### src/rtl/bcd2bin_seq.sv
`default_nettype none
// ============================================================================
// Module   : bcd2bin_seq
// Brief    : Iterative BCD-to-binary converter (reverse double-dabble) with a
//            start/busy/done handshake. Optional invalid-digit checking is
//            enabled by defining BCD2BIN_CHECK_EN.
// Revision : 1.0 - initial release
// ============================================================================
module bcd2bin_seq #(
    parameter int DIGITS = 2,
    parameter int BIN_W  = 7
) (
    input  logic                  clk,
    input  logic                  rst_n,
    input  logic                  start,
    input  logic [4*DIGITS-1:0]   bcd_in,
    output logic                  busy,
    output logic                  done,
    output logic [BIN_W-1:0]      bin_out,
    output logic                  err
);

    localparam int c_BCD_W = 4 * DIGITS;
    localparam int c_SR_W  = c_BCD_W + BIN_W;
    localparam int c_CNT_W = (BIN_W > 1) ? $clog2(BIN_W) : 1;
    localparam logic [c_CNT_W-1:0] c_LAST = c_CNT_W'(BIN_W - 1);

    typedef enum logic [0:0] {
        IDLE  = 1'b0,
        SHIFT = 1'b1
    } state_t;

    state_t               r_state;
    state_t               w_state_nxt;
    logic [c_SR_W-1:0]    r_sr;
    logic [c_SR_W-1:0]    w_sr_nxt;
    logic [c_CNT_W-1:0]   r_cnt;
    logic [c_CNT_W-1:0]   w_cnt_nxt;
    logic                 r_busy;
    logic                 w_busy_nxt;
    logic                 r_done;
    logic                 w_done_nxt;
    logic [BIN_W-1:0]     r_bin;
    logic [BIN_W-1:0]     w_bin_nxt;
    logic [c_SR_W-1:0]    w_shift;
    logic [c_SR_W-1:0]    w_corr;
    logic                 w_load;

    // Shift right, then fix every BCD digit independently (no inter-digit carry)
    assign w_shift = r_sr >> 1;

    always_comb begin
        w_corr = w_shift;
        for (int d = 0; d < DIGITS; d++) begin
            if (w_shift[BIN_W + 4*d +: 4] >= 4'd8) begin
                w_corr[BIN_W + 4*d +: 4] = w_shift[BIN_W + 4*d +: 4] - 4'd3;
            end
        end
    end

`ifdef BCD2BIN_CHECK_EN
    logic                 r_err;
    logic                 w_err_nxt;
    logic [DIGITS-1:0]    w_nib_bad;
    logic                 w_invalid;

    for (genvar d = 0; d < DIGITS; d++) begin : g_nib_chk
        assign w_nib_bad[d] = (bcd_in[4*d +: 4] > 4'd9);
    end

    assign w_invalid = |w_nib_bad;
    assign w_load    = start & ~w_invalid;
`else
    assign w_load    = start;
`endif

    always_comb begin
        w_state_nxt = r_state;
        w_sr_nxt    = r_sr;
        w_cnt_nxt   = r_cnt;
        w_busy_nxt  = r_busy;
        w_done_nxt  = 1'b0;
        w_bin_nxt   = r_bin;
`ifdef BCD2BIN_CHECK_EN
        w_err_nxt   = r_err;
`endif
        case (r_state)
            IDLE: begin
                if (w_load) begin
                    w_sr_nxt    = {bcd_in, {BIN_W{1'b0}}};
                    w_cnt_nxt   = '0;
                    w_busy_nxt  = 1'b1;
                    w_state_nxt = SHIFT;
                end
`ifdef BCD2BIN_CHECK_EN
                // Invalid operand: report immediately, never enter SHIFT
                if (start && w_invalid) begin
                    w_err_nxt  = 1'b1;
                    w_bin_nxt  = '0;
                    w_done_nxt = 1'b1;
                end
`endif
            end
            SHIFT: begin
                w_sr_nxt  = w_corr;
                w_cnt_nxt = r_cnt + 1'b1;
                if (r_cnt == c_LAST) begin
                    w_bin_nxt   = w_corr[BIN_W-1:0];
                    w_done_nxt  = 1'b1;
                    w_busy_nxt  = 1'b0;
                    w_cnt_nxt   = '0;
                    w_state_nxt = IDLE;
`ifdef BCD2BIN_CHECK_EN
                    w_err_nxt   = 1'b0;
`endif
                end
            end
            default: begin
                w_state_nxt = IDLE;
                w_busy_nxt  = 1'b0;
            end
        endcase
    end

    always_ff @(posedge clk or negedge rst_n) begin
        if (!rst_n) begin
            r_state <= IDLE;
            r_sr    <= '0;
            r_cnt   <= '0;
            r_busy  <= 1'b0;
            r_done  <= 1'b0;
            r_bin   <= '0;
        end else begin
            r_state <= w_state_nxt;
            r_sr    <= w_sr_nxt;
            r_cnt   <= w_cnt_nxt;
            r_busy  <= w_busy_nxt;
            r_done  <= w_done_nxt;
            r_bin   <= w_bin_nxt;
        end
    end

`ifdef BCD2BIN_CHECK_EN
    always_ff @(posedge clk or negedge rst_n) begin
        if (!rst_n) begin
            r_err <= 1'b0;
        end else begin
            r_err <= w_err_nxt;
        end
    end

    assign err = r_err;
`else
    assign err = 1'b0;
`endif

    assign busy    = r_busy;
    assign done    = r_done;
    assign bin_out = r_bin;

endmodule
`default_nettype wire

### config.mk
export PLATFORM = sky130hd
export DESIGN_NAME = bcd2bin_seq
export DESIGN_NICKNAME = d
export VERILOG_FILES = /design/src/rtl/bcd2bin_seq.sv
export SDC_FILE = /design/constraint.sdc
export NUM_CORES = 1
export LEC_CHECK = 0
export ABC_AREA = 1
export CAP_MARGIN = 20
export CORE_MARGIN = 1
export CORE_UTILIZATION = 45
export CTS_CLUSTER_DIAMETER = 150
export DETAILED_ROUTE_END_ITERATION = 8
export GPL_TIMING_DRIVEN = 0
export PLACE_DENSITY = 0.66
export SETUP_SLACK_MARGIN = 0.15
export SLEW_MARGIN = 20
export SYNTH_ARGS = -nofsm -noshare
export SYNTH_HDL_FRONTEND = slang
export SYNTH_SLANG_ARGS = --single-unit
### constraint.sdc
create_clock -name clk -period 1.56 [get_ports clk]
set_clock_uncertainty 0.15 [all_clocks]
set_input_delay 0.312 -clock clk [delete_from_list [all_inputs] [get_ports clk]]
set_output_delay 0.312 -clock clk [all_outputs]
set_load 0.02 [all_outputs]
==> impl_metrics.json <==
{
  "outcome": "completed",
  "dr.pass1.iters": 4,
  "drive_gt1_share_pct": 14.4,
  "row_count": 18,
  "initial_utilization_pct": 47.8,
  "post_cts_buffers": 0,
  "slew_headroom_pct": 60.7,
  "cts-root-buf": "clkbuf_4",
  "clk_pin_slew_ns": 0.14,
  "hold_path.class": "register to register",
  "cts_htree_levels": 1,
  "dp_hpwl_um": 1540,
  "ys_warn_count": 0,
  "clk_latency_ns": 0.31,
  "rsz0062_at_grt": "false",
  "syn-instance-count": 143,
  "cts_inserted_buffers": 3,
  "r2r_start": "r_sr[8]",
  "critPathLaunchType": "register",
  "yosysTopAreaCellShare_pct": 56.5,
  "critPathBufInv": 1,
  "use_met1_pct": 23.0,
  "critPathCaptureType": "primary output",
  "finalWorstSetupSlack_ns": 0.223,
  "reg2regPathDepth": 6,
  "path_class": "register to primary output",
  "met2_usage_pct": 27.3,
  "die_width_um": 53.5,
  "setup_viol": 0,
  "crit_arrival_ns": 0.87,
  "grt_pass1_wl_um": 3450,
  "ys_ff_latch": 27,
  "place_ws_ns": -0.0514,
  "r2r_end": "r_sr[8]",
  "n_antenna_cell": 0,
  "wl_per_cell_um": 10.8,
  "path_cells": "buf_2",
  "whs_ns": 0.333,
  "die_h_um": 53.5,
  "via_count": 945,
  "ys_types": 17,
  "clock-sinks": 27,
  "hold_viol_final": 0,
  "stdcell_count": 197,
  "worstPathRequired_ns": 1.10,
  "grt_use_total_pct": 16.8,
  "finalNetCount": 181,
  "yosys-top-cells-area": "dfrtp_1 57%, nand2_1 17%, nand3_1 7.5%",
  "grt_pass1_vias": 798,
  "grt_overflow_total": 0,
  "gp_congestion": 0.714,
  "rrSetupSlack_ns": 0.27,
  "p_leak_nw": 0.761,
  "ioPinCount": 21,
  "drt-total-wl_um": 2120,
  "grt_max_degree": 28,
  "netlist_area_um2": 1190,
  "min_period_over_period_pct": 85.7,
  "tightest_slew_ns": 0.589,
  "synth_fp_nets": 156,
  "p_per_area_nw_per_um2": 1790,
  "place_inst": 192,
  "design.core.area_um2": 2500,
  "grt.met3_usage_pct": 2.54,
  "via_per_inst": 4.80,
  "drc": 0,
  "hold_path_end": "bin_out[2]",
  "irDropWorstVdd_mv": 1.25,
  "report.final.slew_viol_count": 0,
  "critPathTopFamily": "flip-flops",
  "post_synth.cell_area_avg_um2": 8.36,
  "ant_nets": 0,
  "die_area_um2": 2870,
  "syn2layout_area_growth_pct": 18.0,
  "maxCapViolCount": 0,
  "yosys.area.top_type": "dfrtp_1",
  "cts_tree": "built",
  "hold_start": "bin_out[2]",
  "cp_slowest_cell": "dfrtp_1",
  "drt_iter0_drc": 27,
  "max_stage_delay_ns": 0.41,
  "port_buffers": 19,
  "clock_path_buffers": 2,
  "busiest_layer": "met2",
  "fmax_mhz": 748,
  "worstHoldPathCells": 2,
  "finalCriticalPeriod_ns": 1.34,
  "worstPathMaxFanout": 2,
  "seq_area_frac_synth_pct": 56.5,
  "antenna_found_initial": 0
}
## layer usage
layer	up-vias	wire [um]
li1	493	-
met1	433	1050
met2	17	976
met3	2	71
met4	0	17
met5	-	0
## cells by family after synthesis
family | after synthesis | synth area share (%)
buf+inv | 23 | 7.75
other cells | 1 | 0.314
simple gates | 80 | 28.7
compound gates | 10 | 4.61
fa+ha+maj | 2 | 2.09
flops | 27 | 56.5
## registers in the layout, indices dropped and copies added, names as in the netlist
signal,flops
r_cnt,3
bin_out,7
done,1
r_state,1
busy,1
r_sr,14
## how the worst max path moves through the flow
stage,startpoint,cells after the start,endpoint
2_1_floorplan,r_sr[8],6,r_sr[8]
3_5_place_dp,start,5,r_sr[7]
6_report,bin_out[6],1,bin_out[6]
3_3_place_gp,rst_n,1,r_sr[12]
5_1_grt,bin_out[6],1,bin_out[6]
4_1_cts,bin_out[6],1,bin_out[6]
## cell type report
class | count | area, um2
fillers | 249 | 1090
flip-flops and latches | 27 | 676
multi-input cells | 93 | 427
repair buffers | 20 | 150
inverters | 20 | 75.1
well taps | 30 | 37.5
clock buffers | 3 | 22.5
plain buffers | 3 | 17.5
clock inverters | 1 | 5.00
## stage by stage
stage	area [um2]	TNS (ns)	utilization [%]	total power [W]
after floorplan	1190	0	-	0.00194
after global placement	1420	-9.10	56.9	0.00231
after detailed placement	1420	-0.265	56.7	0.00236
after CTS	1410	0	56.4	0.00256
after global routing	1410	0	56.4	0.00277
final	1410	0	56.4	0.00253
## cell usage in the layout, fill, tap and decap left out, types with 4 or more instances in the layout
cell type	count
nand2_1	55
nand3_1	18
o22ai_1	4
dfrtp_1	27
clkdlybuf4s50_1	9
inv_1	17
buf_2	12
## cells in the mapped netlist
cell / n
o21ai_0: 2
nor2_4: 2
inv_2: 3
nor2_2: 1
nand3_1: 18
inv_1: 17
nand2_2: 1
buf_2: 2
buf_4: 1
nand2_1: 55
conb_1: 1
o22ai_1: 4
o21ai_1: 3
nor2_1: 3
a21oi_1: 1
ha_1: 2
dfrtp_1: 27
## power by group
part           internal, W  total [W]  switching, W
clock            0.0000957   0.000293      0.000198
sequential        0.000986    0.00119      0.000208
combinational     0.000371    0.00104      0.000669
total              0.00145    0.00253       0.00108
## what timing repair did
| action | in CTS | in global routing |
|---|---|---|
| hold endpoints to repair | 27 | 0 |
| resized for setup | 36 | 0 |
| hold buffers | 1 | 0 |
| setup endpoints to repair | 9 | 0 |
No activity file was read; power rests on OpenSTA's default activity.
